`config.mk`:
```
export PLATFORM = sky130hd
export DESIGN_NAME = pwm_capture
export DESIGN_NICKNAME = d
export VERILOG_FILES = /design/src/rtl/pwm_pkg.sv /design/src/rtl/pwm_in_sync.sv /design/src/rtl/pwm_capture.sv
export SDC_FILE = /design/constraint.sdc
export NUM_CORES = 1
export LEC_CHECK = 0
export CAP_MARGIN = 20
export CELL_PAD_IN_SITES_DETAIL_PLACEMENT = 0
export CELL_PAD_IN_SITES_GLOBAL_PLACEMENT = 1
export CORE_AREA = 2 2 87 89
export DETAILED_ROUTE_END_ITERATION = 12
export DIE_AREA = 0 0 89 91
export PLACE_DENSITY = 0.7
export SYNTH_ARGS = -nofsm -noshare
export SYNTH_HDL_FRONTEND = slang
export SYNTH_SLANG_ARGS = --single-unit
```
`constraint.sdc`:
```
create_clock -name clk -period 4.1 [get_ports clk]
set_input_delay 0.615 -clock clk [delete_from_list [all_inputs] [get_ports clk]]
set_output_delay 0.615 -clock clk [all_outputs]
set_load 0.02 [all_outputs]
```
`src/rtl/pwm_pkg.sv`:
```
// Shared definitions for PWM receive-side blocks: capture FSM states,
// counter sizing and the default stuck-level timeout.
package pwm_pkg;

    typedef enum logic [1:0] {
        IDLE  = 2'd0,
        ARM   = 2'd1,
        MEAS  = 2'd2,
        STUCK = 2'd3
    } pwm_state_e;

    // Counters carry two bits above the duty resolution so that the timeout
    // (twice the nominal period) is representable.
    localparam int CNT_EXTRA_W = 2;

    function automatic int pwm_cnt_width(input int width);
        return width + CNT_EXTRA_W;
    endfunction

    function automatic int pwm_timeout_default(input int width);
        return 2 ** (width + 1);
    endfunction

endpackage

```
`src/rtl/pwm_in_sync.sv`:
```
// Brings an asynchronous PWM input into the clock domain and flags rising edges.
// With PWM_CAPTURE_GLITCH_FILTER_EN defined, a 3-sample majority filter follows the synchronizer.
module pwm_in_sync (
    input  logic clk,
    input  logic rst,
    input  logic pwm_i,
    output logic level_o,
    output logic rise_o
);

    logic meta_q;
    logic sync_q;
    logic dly_q;
    logic level;

    always_ff @(posedge clk or posedge rst) begin
        if (rst) begin
            meta_q <= 1'b0;
            sync_q <= 1'b0;
        end else begin
            meta_q <= pwm_i;
            sync_q <= meta_q;
        end
    end

`ifdef PWM_CAPTURE_GLITCH_FILTER_EN
    // Majority of the current and two previous synced samples: a lone
    // one-cycle pulse never wins, longer pulses pass one cycle later.
    logic [1:0] hist_q;

    always_ff @(posedge clk or posedge rst) begin
        if (rst) begin
            hist_q <= 2'b00;
        end else begin
            hist_q <= {hist_q[0], sync_q};
        end
    end

    assign level = (sync_q & hist_q[0]) | (sync_q & hist_q[1]) | (hist_q[0] & hist_q[1]);
`else
    assign level = sync_q;
`endif

    always_ff @(posedge clk or posedge rst) begin
        if (rst) begin
            dly_q <= 1'b0;
        end else begin
            dly_q <= level;
        end
    end

    assign level_o = level;
    assign rise_o  = level & ~dly_q;

endmodule

```
`src/rtl/pwm_capture.sv`:
```
// Measures duty (high time) and period of a PWM input, reporting once per period;
// edge-free inputs are reported by timeout. Optional PWM_CAPTURE_GLITCH_FILTER_EN adds input filtering.
module pwm_capture
    import pwm_pkg::*;
#(
    parameter int WIDTH   = 8,
    parameter int TIMEOUT = pwm_timeout_default(WIDTH)
) (
    input  logic                     clk,
    input  logic                     rst,
    input  logic                     enable,
    input  logic                     pwm_in,
    output logic [WIDTH-1:0]         duty,
    output logic [WIDTH+CNT_EXTRA_W-1:0] period,
    output logic                     valid,
    output logic                     stuck
);

    localparam int            CW       = pwm_cnt_width(WIDTH);
    localparam logic [CW-1:0] TMO      = CW'(TIMEOUT);
    localparam logic [CW-1:0] HIGH_MAX = '1;
    localparam logic [CW-1:0] CNT_ONE  = CW'(1);

    pwm_state_e    state_q, state_d;
    logic [CW-1:0] period_cnt_q, period_cnt_d;
    logic [CW-1:0] high_cnt_q, high_cnt_d;
    logic [WIDTH-1:0] duty_q, duty_d;
    logic [CW-1:0] period_q, period_d;
    logic          valid_q, valid_d;
    logic          stuck_q, stuck_d;
    logic          level;
    logic          rise;
    logic          timeout;

    pwm_in_sync u_sync (
        .clk     (clk),
        .rst     (rst),
        .pwm_i   (pwm_in),
        .level_o (level),
        .rise_o  (rise)
    );

    function automatic logic [CW-1:0] inc_sat(input logic [CW-1:0] c, input logic [CW-1:0] lim);
        return (c >= lim) ? lim : c + 1'b1;
    endfunction

    function automatic logic [WIDTH-1:0] sat_duty(input logic [CW-1:0] c);
        return (c > CW'({WIDTH{1'b1}})) ? {WIDTH{1'b1}} : c[WIDTH-1:0];
    endfunction

    assign timeout = (period_cnt_q == TMO);

    always_comb begin
        state_d      = state_q;
        period_cnt_d = period_cnt_q;
        high_cnt_d   = high_cnt_q;
        duty_d       = duty_q;
        period_d     = period_q;
        stuck_d      = stuck_q;
        valid_d      = 1'b0;

        if (!enable) begin
            state_d      = IDLE;
            period_cnt_d = '0;
            high_cnt_d   = '0;
        end else begin
            case (state_q)
                IDLE: begin
                    period_cnt_d = '0;
                    high_cnt_d   = '0;
                    state_d      = ARM;
                end
                ARM, MEAS: begin
                    if (rise) begin
                        if (state_q == MEAS) begin
                            valid_d  = 1'b1;
                            stuck_d  = 1'b0;
                            period_d = period_cnt_q;
                            duty_d   = sat_duty(high_cnt_q);
                        end
                        // The rise cycle is the first high cycle of the new period.
                        period_cnt_d = CNT_ONE;
                        high_cnt_d   = CNT_ONE;
                        state_d      = MEAS;
                    end else if (timeout) begin
                        valid_d  = 1'b1;
                        stuck_d  = 1'b1;
                        period_d = '0;
                        duty_d   = level ? {WIDTH{1'b1}} : '0;
                        state_d  = STUCK;
                    end else begin
                        period_cnt_d = inc_sat(period_cnt_q, TMO);
                        if (state_q == MEAS && level) begin
                            high_cnt_d = inc_sat(high_cnt_q, HIGH_MAX);
                        end
                    end
                end
                STUCK: begin
                    if (rise) begin
                        period_cnt_d = CNT_ONE;
                        high_cnt_d   = CNT_ONE;
                        state_d      = MEAS;
                    end
                end
                default: state_d = IDLE;
            endcase
        end
    end

    always_ff @(posedge clk or posedge rst) begin
        if (rst) begin
            state_q      <= IDLE;
            period_cnt_q <= '0;
            high_cnt_q   <= '0;
            duty_q       <= '0;
            period_q     <= '0;
            valid_q      <= 1'b0;
            stuck_q      <= 1'b0;
        end else begin
            state_q      <= state_d;
            period_cnt_q <= period_cnt_d;
            high_cnt_q   <= high_cnt_d;
            duty_q       <= duty_d;
            period_q     <= period_d;
            valid_q      <= valid_d;
            stuck_q      <= stuck_d;
        end
    end

    assign duty   = duty_q;
    assign period = period_q;
    assign valid  = valid_q;
    assign stuck  = stuck_q;

endmodule

```
* Word level (Yosys, flattened, before mapping)
Index checks and enable logic that the tools add are counted.
Cells by class: add/sub/neg operators 2, magnitude comparators 3, equality and inequality tests 9, mux-type cells 33, bitwise operators 2, reduce and logical (&&, ||, !) cells 8
Operators by type and width (number):
- 2-to-1 mux 10 bit | 13
- one-hot mux 10 bit (3 select lines) | 2
- 2-to-1 mux 8 bit | 5
- adder 10 x 1 -> 10 bit, second input constant | 2
- greater-or-equal comparator 10 bit, second input constant | 2
- != test 4 bit, second input constant | 3
- == test 10 bit, second input constant | 1
- > comparator 10 x 8 -> 1 bit, second input constant | 1
- 2-to-1 mux 1 bit | 8
- 2-to-1 mux 2 bit | 4
- one-hot mux 2 bit (3 select lines) | 1
- == test 2 bit, second input constant | 2
- AND reduction 2 bit | 2
- AND reduction 4 bit | 1
- != test 3 bit, second input constant | 1
- AND reduction 3 bit | 1
- == test 2 x 1 -> 1 bit, second input constant | 1
- logical NOT 2 bit | 1
- != test 2 x 1 -> 1 bit, second input constant | 1
- nonzero test 2 bit | 1
- OR reduction 2 bit | 1
- AND 1 bit | 1
- logical AND 1 bit | 1
- inverter 1 bit | 1
Storage, ports and cells: flip-flop bits (word level) 45, input bits 4, output and inout bits 20, logic and storage cells 67

* Logic depth before layout (Yosys ltp)
word-level depth 7, mapped depth 9, depth with buffers taken out 7

* Modules after synthesis
From an unflattened synthesis, not the netlist that was laid out.
Unflattened totals: cell total of the unflattened synthesis 223, area total of the unflattened synthesis 2313.5 µm²
By module, submodules not included:
- pwm_capture | instances 1, cells an instance 218, area each 2220.9 µm², seq. area each 1051.0 µm²
- pwm_in_sync | instances 1, cells an instance 5, area each 92.6 µm², seq. area each 75.1 µm²

* Worst setup path after synthesis
No wires, ideal clock.
kind reg-to-reg, start point register state_q[0], end point register high_cnt_q[0], library setup time 0.125 ns, arrival time 1.752 ns, data required time 3.975 ns, setup slack 2.223 ns, cell stages (with the launch flop) 8, path buffers 2, period minus slack after synthesis 1.877 ns, path through dfrtp_1 inv_1 ha_1 clkbuf_1 and3_4 buf_6 a2bb2oi_4 mux2_2
Between the ends: cells in the longest elaborated chain, start to end 4, elaborated cells between the ends (all ways) 12, those cells by class eq/ne: 6; mux: 2; reduce/logical: 4
RTL lines:
- start, declared | RTL line pwm_capture.sv:24 | pwm_state_e state_q, state_d;
- start signal, assigned | RTL line pwm_capture.sv:120 | state_q <= state_d;
- == test 2 bit / == test 2 x 1 -> 1 bit (equally long branches) | RTL line pwm_capture.sv:67, pwm_capture.sv:93
- OR reduction 2 bit / logical AND 1 bit (equally long branches) | RTL line pwm_capture.sv:67, pwm_capture.sv:93
- != test 4 bit (no source line) / one-hot mux 10 bit (3 select lines) (equally long branches)
- AND reduction 3 bit (no source line) / 2-to-1 mux 10 bit (equally long branches)
- end signal, assigned | RTL line pwm_capture.sv:122 | high_cnt_q <= high_cnt_d;
- end, declared | RTL line pwm_capture.sv:26 | logic [CW-1:0] high_cnt_q, high_cnt_d;
Parallel ways exist; a longest one is shown, timed or not. A chain may end at the register's enable or synchronous reset.

* Worst setup path after layout
Same ends and word-level chain as after synthesis.

==> impl_metrics.csv <==
group,metric,value,unit
sta,setup_violations,0,
clock_tree,cts_inserted_buffers,5,
route,drc,0,
route,avgViaCountPerCell,4.85,
place,io_buffer_count,23,
synthesis,yosys_register_bits,45,
pwr,p_total,0.00134,W
synthesis,post-synth-top-area-cell,"sky130_fd_sc_hd__dfrtp_1",
synthesis,ys_top_cells_by_count,"sky130_fd_sc_hd__dfrtp_1 (45), sky130_fd_sc_hd__nand2_1 (38), sky130_fd_sc_hd__o21ai_0 (21), sky130_fd_sc_hd__a21oi_1 (17), sky130_fd_sc_hd__nor2_1 (15)",
sta,grt_setup_unrepaired,"no",
global_route,first_pass_grt_wire_length,7.96,mm
setup_path,critPathKind,"reg -> reg",
run,drv.max_cap_violation_count,0,
synthesis,mappedNetlistNets,251,
cells_and_area,finish.instance_area,2760,um^2
cells_and_area,syn2layout_area_growth,17.1,%
synthesis,avgSynthCellArea,9.81,um^2
synthesis,synth.top_cells.by_area,"sky130_fd_sc_hd__dfrtp_1 (48%), sky130_fd_sc_hd__nand2_1 (6.1%), sky130_fd_sc_hd__o21ai_0 (4.5%), sky130_fd_sc_hd__o21ai_2 (4.5%), sky130_fd_sc_hd__ha_1 (3.7%)",
synthesis,synth_top_area_share,0.478,
pwr,max-vdd-ir-drop,0.000141,V
clock_tree,insertion_delay,290,ps
global_route,grt_pass1_vias,1589,
clock_tree,tritoncts,"built",
cells_and_area,drive_above_1_share,0.127,
global_route,grt_antenna_before_repair,0,
synthesis,synth_async_sr_flop_share,1.00,
global_route,grt_util_all_layers,0.123,
route,detailroute.via_count,1742,
floorplan,design.core.area,7140,um^2
route,drt_pre_antenna_iters,4,
place,hpwlAfterDp,3.26,mm
cells_and_area,num-nets-final,270,
sta,final-max-slew-violation-count,0,
setup_path,cp_slowest_cell,"sky130_fd_sc_hd__a2bb2oi_4",
sta,worst_slew_pin_slew,579,ps
floorplan,floorplan.initialDensity,0.330,
setup_path,worstPathCellList,"ha_1, o31ai_1, a2bb2oi_4, mux2_2",
synthesis,post_synth_inst_count,240,
clock_tree,hold_buffers,0,
cells_and_area,final_core_utilization,0.386,
setup_path,path_max_fanout,19,
synthesis,post_synth_num_cell_types,45,
sta,slew_headroom,0.614,
synthesis,ys_warn_count,0,
sta,achievable-frequency,0.461,GHz
setup_path,critPathMaxStageDelay,470,ps
place,postPlaceCellArea,2620,um^2
setup_path,critical-path-top-delay-family,"compound AO/OA/AOI/OAI gates",
clock_tree,cts-root-buf,"sky130_fd_sc_hd__clkbuf_8",
synthesis,synthFlopType,"sky130_fd_sc_hd__dfrtp_1",
route,antenna_left,0,
sta,timing_hold_violations_final,0,
floorplan,die_area,8100,um^2
setup_path,worst-endpoint-required,4280,ps
cells_and_area,antennaDiodeCount,0,
global_route,grt_overflow,0,
route,route.detailed.wl_per_inst,13.3,um
clock_tree,postCtsSetupBuffers,0,
route,dr.first_iter.drc_count,71,
setup_path,worstPathArrival,2350,ps
synthesis,synth.cell_area,2350,um^2
sta,finalClockSkew,2.31,ps
global_route,grt_start_max_net_pins,46,
status,status,"completed",
synthesis,synth_edf_count,0,
pwr,p_leak,1.13,nW
setup_path,critPathBufInv,0,
route,route.final.wire_length,4.76,mm
sta,timing.setup.tns,0,ps
sta,final_min_period_over_clock_period,0.529,
clock_tree,cts_repair_resize_count,0,
clock_tree,max-clock-path-buffers,2,
floorplan,rows,31,
setup_path,critPathCaptureType,"flip-flop",
sta,fin_crit,2170,ps
floorplan,floorplan.io_pins,24,
floorplan,die_h,91,um
setup_path,timing.critical_path.from_type,"flip-flop",
synthesis,yosysSeqAreaShare,0.478,
clock_tree,clock_pin_slew_of_the_registers_on_the_worst_case_setup_and_hold_paths,80,ps
clock_tree,ctsHtreeMaxLevel,2,
pwr,powerDensity,486,nW/um^2
synthesis,synth_most_common_cell,"sky130_fd_sc_hd__dfrtp_1",
floorplan,die-width,89,um
place,finalWeightedCongestion,0.772,
clock_tree,tritoncts_num_sinks,45,
hold_path,worstHoldPathType,"reg -> reg",
-- where the power goes --
group / total (W) / internal, W / leakage [nW] / switching, W
registers: 0.000545 / 0.000502 / 0.616 / 0.0000438
clock network: 0.000347 / 0.000199 / 0.0585 / 0.000149
logic: 0.000448 / 0.000186 / 0.452 / 0.000262
-- per-layer routing --
metal,part of all wire,up-vias,global-route usage
met5,0,-,0
met4,0.016,0,0.0410
met3,0.033,5,0.0245
met2,0.43,30,0.175
met1,0.53,818,0.186
li1,-,889,-
-- path summary, 6_finish.rpt --
path                               start               to  slack [ps]  cells after the start
min in group asynchronous            rst          duty[5]         770                      3
max reg2reg                   state_q[0]    high_cnt_q[0]        1930                      4
max                           state_q[0]    high_cnt_q[0]        1930                      4
max in group asynchronous            rst  period_cnt_q[5]        2940                      3
min reg2reg                u_sync.meta_q   u_sync.level_o         350                      0
min                        u_sync.meta_q   u_sync.level_o         350                      0
-- final cells by class --
cell class,instances,area (um^2)
Sequential cell,45,1130
Multi-Input combinational cell,175,1110
Clock inverter,1,30.0
Timing Repair Buffer,25,258
Fill cell,735,4380
Inverter,7,26.3
Clock buffer,7,86.3
Tap cell,99,124
-- state kept, by name, indices dropped and copies added (netlist names) --
| signal | count |
|---|---|
| period | 10 |
| duty | 8 |
| stuck | 1 |
| period_cnt_q | 10 |
| valid | 1 |
| state_q | 2 |
| u_sync.dly_q | 1 |
| u_sync.meta_q | 1 |
| u_sync.level_o | 1 |
| high_cnt_q | 10 |
-- through the flow --
stage	hold slack [ps]	std cells	worst slack, ps
after CTS	355	358	1640
after detailed placement	335	350	1330
after floorplan	331	240	2220
after global routing	361	359	1800
final	352	359	1930
after global placement	331	350	1410
-- cell usage in the layout, fill, tap and decap left out, types with 3 or more instances in the layout --
cell / instances
sky130_fd_sc_hd__a21oi_1: 17
sky130_fd_sc_hd__a31oi_1: 4
sky130_fd_sc_hd__and3_1: 4
sky130_fd_sc_hd__and4_1: 3
sky130_fd_sc_hd__clkbuf_8: 6
sky130_fd_sc_hd__clkdlybuf4s50_1: 23
sky130_fd_sc_hd__dfrtp_1: 45
sky130_fd_sc_hd__ha_1: 7
sky130_fd_sc_hd__inv_1: 6
sky130_fd_sc_hd__nand2_1: 38
sky130_fd_sc_hd__nand3_1: 11
sky130_fd_sc_hd__nand4_1: 4
sky130_fd_sc_hd__nor2_1: 15
sky130_fd_sc_hd__o21ai_0: 21
sky130_fd_sc_hd__o21ai_2: 12
sky130_fd_sc_hd__o31ai_1: 3
sky130_fd_sc_hd__xor2_1: 5
-- logic make-up (layout without fill, tap and decap cells) --
group | Yosys count | in the layout | synth area share
AND/OR/NAND/NOR | 90 | 90 | 0.194
XOR/XNOR | 6 | 6 | 0.0223
flip-flops | 45 | 45 | 0.478
AO/OA/AOI/OAI | 69 | 69 | 0.204
buffers and inverters | 20 | 40 | 0.0515
adder cells (fa/ha/maj) | 7 | 7 | 0.0372
multiplexers | 3 | 3 | 0.0133
-- worst register-to-register path, delay by kind of cell, from the launching register on --
kind,cells,cell delay [ps]
compound gates,2,930
fa+ha+maj,1,320
flops,1,420
mux,1,390
(Power assumes the default switching activity.)
